$ cat src/rtl/clk_div_ctrl_pkg.sv
// Shared constants and FSM encoding for the board clock divider controller.
package clk_div_ctrl_pkg;

    localparam int unsigned DIV_W_DEF        = 32;
    localparam int unsigned DEFAULT_HALF_DEF = 50000;  // 500 Hz from a 50 MHz clk_in
    localparam int unsigned MIN_HALF_DEF     = 2;

    typedef enum logic [1:0] {
        ST_STOPPED = 2'd0,
        ST_RUN     = 2'd1,
        ST_DRAIN   = 2'd2
    } state_e;

endpackage

$ cat src/rtl/clk_div_core.sv
// Divide counter: owns the half-period, the count, the divided clock and its rise tick.
module clk_div_core
    import clk_div_ctrl_pkg::*;
#(
    parameter int unsigned DIV_W        = DIV_W_DEF,
    parameter int unsigned DEFAULT_HALF = DEFAULT_HALF_DEF
) (
    input  logic             clk_in,
    input  logic             rst_n,
    input  logic             run,
    input  logic             load,
    input  logic [DIV_W-1:0] load_val,
    output logic             clk_out,
    output logic             tick,
    output logic             period_end_c
);

    logic [DIV_W-1:0] cnt_q, cnt_d;
    logic [DIV_W-1:0] half_q, half_d;
    logic             clk_out_q, clk_out_d;
    logic             tick_q, tick_d;
    logic             wrap_c;

    // Count 0..half-1 while running; a stopped core parks at cnt=0 with clk_out low.
    always_comb begin
        cnt_d        = '0;
        clk_out_d    = 1'b0;
        tick_d       = 1'b0;
        half_d       = load ? load_val : half_q;
        wrap_c       = (cnt_q == half_q - DIV_W'(1));
        period_end_c = run & clk_out_q & wrap_c;
        if (run) begin
            if (wrap_c) begin
                clk_out_d = ~clk_out_q;
                tick_d    = ~clk_out_q;
            end else begin
                cnt_d     = cnt_q + DIV_W'(1);
                clk_out_d = clk_out_q;
            end
        end
    end

    always_ff @(posedge clk_in or negedge rst_n) begin
        if (!rst_n) begin
            cnt_q     <= '0;
            half_q    <= DIV_W'(DEFAULT_HALF);
            clk_out_q <= 1'b0;
            tick_q    <= 1'b0;
        end else begin
            cnt_q     <= cnt_d;
            half_q    <= half_d;
            clk_out_q <= clk_out_d;
            tick_q    <= tick_d;
        end
    end

    assign clk_out = clk_out_q;
    assign tick    = tick_q;

endmodule

$ cat src/rtl/clk_div_ctrl.sv
// Run-time clock divider controller: start/stop FSM, shadowed divide ratio and
// valid/ready config port; ratio changes land only on full-period boundaries.
module clk_div_ctrl
    import clk_div_ctrl_pkg::*;
#(
    parameter int unsigned DIV_W        = DIV_W_DEF,
    parameter int unsigned DEFAULT_HALF = DEFAULT_HALF_DEF,
    parameter int unsigned MIN_HALF     = MIN_HALF_DEF
) (
    input  logic             clk_in,
    input  logic             rst_n,
    input  logic             enable,
    input  logic             cfg_valid,
    input  logic [DIV_W-1:0] cfg_half,
    output logic             cfg_ready,
    output logic             cfg_err,
    output logic             clk_out,
    output logic             tick,
    output logic             running
);

    state_e           state_q, state_d;
    logic [DIV_W-1:0] shadow_q, shadow_d;
    logic             cfg_ready_q, cfg_ready_d;
    logic             cfg_err_q, cfg_err_d;
    logic             running_q, running_d;
    logic             run_c, load_c, xfer_c, period_end_c;

    // cfg_ready low doubles as the "shadow pending" flag.
    always_comb begin
        state_d     = state_q;
        shadow_d    = shadow_q;
        cfg_ready_d = cfg_ready_q;
        cfg_err_d   = 1'b0;
        load_c      = 1'b0;
        run_c       = (state_q != ST_STOPPED);
        xfer_c      = cfg_valid & cfg_ready_q;

        case (state_q)
            ST_STOPPED: if (enable) state_d = ST_RUN;
            ST_RUN:     if (!enable) state_d = ST_DRAIN;
            ST_DRAIN: begin
                if (enable)            state_d = ST_RUN;
                else if (period_end_c) state_d = ST_STOPPED;
            end
            default:    state_d = ST_STOPPED;
        endcase

        if (!cfg_ready_q && (!run_c || period_end_c)) begin
            load_c      = 1'b1;
            cfg_ready_d = 1'b1;
        end

        // A transfer can only happen with nothing pending, so it never races the load.
        if (xfer_c) begin
            if (cfg_half < DIV_W'(MIN_HALF)) begin
                cfg_err_d = 1'b1;
            end else begin
                shadow_d    = cfg_half;
                cfg_ready_d = 1'b0;
            end
        end

        running_d = (state_d != ST_STOPPED);
    end

    always_ff @(posedge clk_in or negedge rst_n) begin
        if (!rst_n) begin
            state_q     <= ST_STOPPED;
            shadow_q    <= '0;
            cfg_ready_q <= 1'b1;
            cfg_err_q   <= 1'b0;
            running_q   <= 1'b0;
        end else begin
            state_q     <= state_d;
            shadow_q    <= shadow_d;
            cfg_ready_q <= cfg_ready_d;
            cfg_err_q   <= cfg_err_d;
            running_q   <= running_d;
        end
    end

    clk_div_core #(
        .DIV_W        (DIV_W),
        .DEFAULT_HALF (DEFAULT_HALF)
    ) u_core (
        .clk_in       (clk_in),
        .rst_n        (rst_n),
        .run          (run_c),
        .load         (load_c),
        .load_val     (shadow_q),
        .clk_out      (clk_out),
        .tick         (tick),
        .period_end_c (period_end_c)
    );

    assign cfg_ready = cfg_ready_q;
    assign cfg_err   = cfg_err_q;
    assign running   = running_q;

endmodule

$ cat config.mk
export PLATFORM = sky130hd
export DESIGN_NAME = clk_div_ctrl
export DESIGN_NICKNAME = d
export VERILOG_FILES = /design/src/rtl/clk_div_ctrl_pkg.sv /design/src/rtl/clk_div_core.sv /design/src/rtl/clk_div_ctrl.sv
export SDC_FILE = /design/constraint.sdc
export NUM_CORES = 1
export LEC_CHECK = 0
export BUFFER_PORTS_ARGS = -buffer_cell sky130_fd_sc_hd__buf_2
export CAP_MARGIN = 30
export CORE_MARGIN = 5
export CORE_UTILIZATION = 60
export CTS_CLUSTER_SIZE = 28
export DETAILED_ROUTE_END_ITERATION = 10
export GPL_ROUTABILITY_DRIVEN = 0
export PLACE_DENSITY = 0.78
export SYNTH_ARGS = -nofsm -noshare
export SYNTH_HDL_FRONTEND = slang
export SYNTH_HIERARCHICAL = 1
export SYNTH_SLANG_ARGS = --single-unit
$ cat constraint.sdc
create_clock -name clk_in -period 7.5 [get_ports clk_in]
set_input_delay 1.5 -clock clk_in [delete_from_list [all_inputs] [get_ports clk_in]]
set_output_delay 1.5 -clock clk_in [all_outputs]
set_load 0.05 [all_outputs]
### After elaboration in Yosys (flattened, before gate mapping)

Index checks and enable logic that the tools add are counted.
W data, S select, Z words.

| storage, ports and cells | value |
|---|---|
| register bits | 103 |
| input bits | 36 |
| output and inout port bits | 5 |
| word-level logic and storage cells | 46 |

| operators by class | value |
|---|---|
| $add $sub $neg | 2 |
| order comparisons | 1 |
| eq/ne operators | 4 |
| muxes and demuxes | 17 |
| bitwise logic cells | 5 |
| reduce and logical (&&, ||, !) cells | 8 |

Operators by type and width:

| operator | count |
|---|---|
| $mux W32 | 2 |
| $add A32 B1 Y32 const B | 1 |
| $eq A32 B32 Y1 | 1 |
| $lt A32 B2 Y1 const B | 1 |
| $sub A32 B1 Y32 const B | 1 |
| $mux W1 | 10 |
| $mux W2 | 4 |
| $pmux W2 S3 | 1 |
| $reduce_bool A2 Y1 | 2 |
| $and A1 B1 Y1 | 3 |
| $eq A2 B1 Y1 const B | 1 |
| $eq A2 B2 Y1 const B | 1 |
| $logic_not A1 Y1 | 2 |
| $logic_not A2 Y1 | 1 |
| $ne A2 B2 Y1 const B | 1 |
| $not A1 Y1 | 2 |
| $reduce_and A2 Y1 | 1 |
| $logic_and A1 B1 Y1 | 1 |
| $logic_or A1 B1 Y1 | 1 |

### Depth between registers and ports, before layout

| depth | value |
|---|---|
| depth in word-level cells | 8 |
| depth in mapped cells | 17 |

### By module

The synthesis kept the hierarchy.

By module, submodules not included:

| module | instances | cells an instance | area each (µm²) |
|---|---|---|---|
| clk_div_core | 1 | 420 | 4055.1 |
| clk_div_ctrl | 1 | 95 | 1465.2 |

### Worst setup path before layout

No wires, ideal clock.

| path | value |
|---|---|
| kind | reg2reg |
| start | reg u_core.half_q[20] |
| end | reg u_core.half_q[18] |
| library setup time | 0.125 ns |
| data arrival time | 4.184 ns |
| path slack | 3.191 ns |
| stages on the path, launching flop included | 15 |
| period minus slack after synthesis | 4.309 ns |
| path through | dfrtp_1 > or4_1 > buf_2 > or4_4 > or3_1 > o31ai_1 > nand2b_1 > or4_1 > nor4b_2 > and3_1 > nor2_1 > nor2_1 > clkbuf_1 > buf_1 > mux2_2 |

| between the ends | value |
|---|---|
| cells in the longest elaborated chain, start to end | 6 |

RTL lines:

| item | line | RTL |
|---|---|---|
| start: declaration | clk_div_core.sv:19 | `logic [DIV_W-1:0] half_q, half_d;` |
| start signal: assignment | clk_div_core.sv:46 | `half_q <= DIV_W'(DEFAULT_HALF);` |
| start signal: assignment | clk_div_core.sv:51 | `half_q <= half_d;` |
| $sub A32 B1 Y32 | clk_div_core.sv:30 | `wrap_c = (cnt_q == half_q - DIV_W'(1));` |
| $eq A32 B32 Y1 | clk_div_core.sv:30 |  |
| $and A1 B1 Y1 | clk_div_core.sv:31 | `period_end_c = run & clk_out_q & wrap_c;` |
| named net period_end_c | clk_div_ctrl.sv:27 | `logic run_c, load_c, xfer_c, period_end_c;` |
| $logic_or A1 B1 Y1 | clk_div_ctrl.sv:49 | `if (!cfg_ready_q && (!run_c \|\| period_end_c)) begin` |
| $logic_and A1 B1 Y1 | clk_div_ctrl.sv:49 |  |
| $mux W1 | clk_div_ctrl.sv:49 |  |
| named net load_c | clk_div_ctrl.sv:27 |  |

The timed path passes the listed nets, and every way through them passes these cells.
A chain may end at the register's enable or synchronous reset.

### Worst setup path after layout

| path | value |
|---|---|
| start | reg u_core.half_q[0] |
| end | reg u_core.half_q[5] |

Same word-level chain as after synthesis.

==> summary.md <==
| Metric | Value |
|---|---|
| Status | `complete, no violations` |
| Initial antenna violation count | `0` |
| DR DRC count | `0` |
| Setup TNS | `0 ns` |
| CP startpoint kind | `flip-flop` |
| Syn. warnings | `6` |
| Top post-synthesis cells by area | `dfrtp_1 44%, mux2_2 12%, xnor2_1 5.9%` |
| Worst path bufs/invs | `2` |
| Largest net degree at the start of global routing | `61` |
| Post-route ant nets | `0` |
| Worst min path class | `flip-flop to flip-flop` |
| Average size of a mapped cell | `10.7 µm²` |
| Via count of the first global-routing pass | `4067` |
| Top_reg_cell synth | `dfrtp_1` |
| Post-synthesis compound-gate area fraction | `6.03%` |
| Cell count after synthesis | `515` |
| Cell accounting for the most synthesized area | `dfrtp_1` |
| Crit Path Max Fanout | `22` |
| CP Data Required Time | `7.77 ns` |
| CTS max path bufs | `2` |
| Comb pwr share | `32.3%` |
| Core ar. | `9110 µm²` |
| Most numerous cell on the critical path | `nor4b_2` |
| Simple-gate portion of the synthesized area | `19.5%` |
| Power per cell area | `314 nW/µm²` |
| Initial drt markers | `344` |
| NetSw | `714 µW` |
| R2R Setup Slk | `2.25 ns` |
| Post-CTS Setup Inserts | `0` |
| Num ports | `41` |
| Clk network pwr share | `18.6%` |
| Max_cap viols | `0` |
| Initial Util | `60.6%` |
| Post-CTS sizing | `0` |
| Layout cell share with drive strength beyond 1 | `25.5%` |
| Worst r2r path cells | `14` |
| CP delay by family, top | `simple AND/OR/NAND/NOR gates` |
| Vias per inst | `6.17` |
| Via count | `4094` |
| Die area | `11200 µm²` |
| # setup viols final | `0` |
| Reg2Reg Launch Point | `u_core/half_q[0]` |
| Int Power | `1170 µW` |
| Unrepaired setup endpoints after global routing | `no` |
| Ys async rst share | `100%` |
| Fin crit share | `70.1%` |
| Relative slew slack | `36.4%` |
| Clock transition at the registers of the reported paths | `0.11 ns` |
| Flops & latches, synth | `103` |
| Most common cell after layout, fill and taps aside | `dfrtp_1` |
| Adder-Cell Fraction of Synth Area | `0.453%` |
| Sw frac | `38.0%` |
| CTS tree | `done` |
| Post-synth EDFFs | `0` |
| Beginning of the worst hold path | `shadow_q[10]` |
| WS Path Type | `flip-flop to flip-flop` |
| CP max stage cell | `nand4_1` |
| Total global routing track utilization | `22.2%` |
| CTS Buf Count | `9` |
| Leading cell types in the layout, fill and taps excluded | `96 x dfrtp_1, 58 x mux2_2, 57 x nor2_1` |
| Slew Viols, Final | `0` |
| Drt pass-1 iters | `5` |
| Chip height | `106 µm` |
| First-pass GRT wire length | `19900 µm` |
| Hold endpoint | `shadow_q[10]` |
| Post-Synth XOR/XNOR Area | `11.1%` |
| Setup Skew | `0.00978 ns` |
| CP Cell Sequence | `inv_1, ha_1, nor4b_2, nand4_1, o31ai_1, o21a_1, o2111ai_1, or4_1, nor4b_2, and3_1, nor2_1, nor2_2, buf_4, mux2_2` |
| Leakage | `0.00243 µW` |
| Crit path capture type | `flip-flop` |
| Hold depth | `1` |
| Diodes inserted | `0` |
| Root Driver | `clkbuf_8` |
| Port Buffer Count | `40` |
| Worst-Skew Late Latency | `0.38 ns` |
| Endpoints failing hold | `0` |
| Standard-cell rows | `35` |
| WL/cell | `17.7 µm` |
| Placed cell count | `648` |
| Mux cell area share after synthesis | `13.3%` |
| Top cell type's share of synthesized area | `43.5%` |
| Fmax | `190 MHz` |
| Layout area overhead | `8.36%` |
| DIE WIDTH | `106 µm` |
| Crit-path max cell delay | `0.58 ns` |
| Routed WL | `11700 µm` |
| Filler instances | `714` |
| Layout Nets | `586` |
| H-Tree Depth | `3` |
| Congestion Overflow GR | `0` |
| Maximum vdd drop | `0.000212 V` |
| Layout Cells excl Fill | `664` |
| Reg power frac | `49.1%` |
| Largest family of logic cells by synthesized area | `simple AND/OR/NAND/NOR gates` |
| Least-Margin Pin Slew | `0.951 ns` |
| Tmin final | `5.25 ns` |
| Number of distinct library cells after synthesis | `61` |
| Post-synthesis instance area | `5520 µm²` |
| CTS hold repair buffers | `0` |
| Sequential-to-total area share from yosys stat | `46.8%` |
| Overall power | `1880 µW` |
| Worst path arrival time | `5.52 ns` |
| Hpwl dp | `8710 µm` |
| Syn Nets | `553` |
| Worst r2r dst | `u_core/half_q[5]` |
| Sink Count | `103` |
-- registers in the layout, indices dropped and copies added, names as in the netlist --
register and flops:
shadow_q 32, u_core/half_q 32, cfg_err 1, u_core/tick 1
running 1, u_core/cnt_q 32, cfg_ready 1, state_q 2
u_core/clk_out 1
-- through the flow --
stage          area, µm²  hold slack, ns  setup WS (ns)  utilization, %
4_1_cts             5980           0.516           2.35            65.7
6_report            5980           0.515           2.25            65.7
3_5_place_dp        5780           0.492           2.37            63.5
5_1_grt             5980           0.531           2.00            65.7
2_1_floorplan       5520           0.448           3.19               -
3_3_place_gp        5780           0.481           2.08            63.4
-- Yosys cell counts (all sizes together) (8+ instances only) --
master   n
dfrtp   96
mux2    60
nor2    58
xnor2   37
xor2    33
nand2   25
nand3   22
nor4    21
nand4   15
clkbuf  14
or4     12
inv     11
nor3    10
o21ai    9
buf      8
-- routing by layer --
| metal | GRT usage (%) | part of all wire [%] | vias to the layer above |
|---|---|---|---|
| li1 | - | - | 1932 |
| met1 | 31.7 | 46 | 1993 |
| met2 | 34.5 | 46 | 143 |
| met3 | 4.19 | 5.5 | 26 |
| met4 | 7.12 | 2.0 | 0 |
| met5 | 0 | 0 | - |
-- how the worst max path moves through the flow --
stage	startpoint	endpoint	slack, ns	cells past startpoint
floorplan	u_core/half_q[20]	u_core/half_q[18]	3.19	14
global placement	u_core/half_q[5]	u_core/half_q[5]	2.08	12
detailed placement	u_core/half_q[2]	u_core/half_q[5]	2.37	12
CTS	u_core/half_q[2]	u_core/half_q[5]	2.35	12
global route	u_core/half_q[0]	u_core/half_q[16]	2.00	14
finish	u_core/half_q[0]	u_core/half_q[5]	2.25	14
-- cell families after synthesis --
kind of cell               count (synthesis)
buffers and inverters                     33
and+or+nand+nor                          197
adders and majority gates                  2
DFF                                      103
xor gates and xnor gates                  70
muxes                                     66
AOI/OAI and AO/OA                         44
-- cell type report --
| class | count | area (µm²) | share of cell area, % |
|---|---|---|---|
| well taps | 111 | 139 | 2.32 |
| flip-flops and latches | 103 | 2590 | 43.2 |
| multi-input cells | 379 | 2790 | 46.6 |
| clock inverters | 6 | 62.6 | 1.05 |
| inverters | 11 | 41.3 | 0.690 |
| clock buffers | 10 | 138 | 2.30 |
| repair buffers | 44 | 230 | 3.85 |
-- power groups by stage --
stage               logic [µW]  registers [µW]  clock network, µW
floorplan                  507             845                  0
global placement           571             917                  0
detailed placement         599             926                  0
CTS                        603             915                355
global route               662             944                387
finish                     607             923                349
No activity file was read; power rests on OpenSTA's default activity.
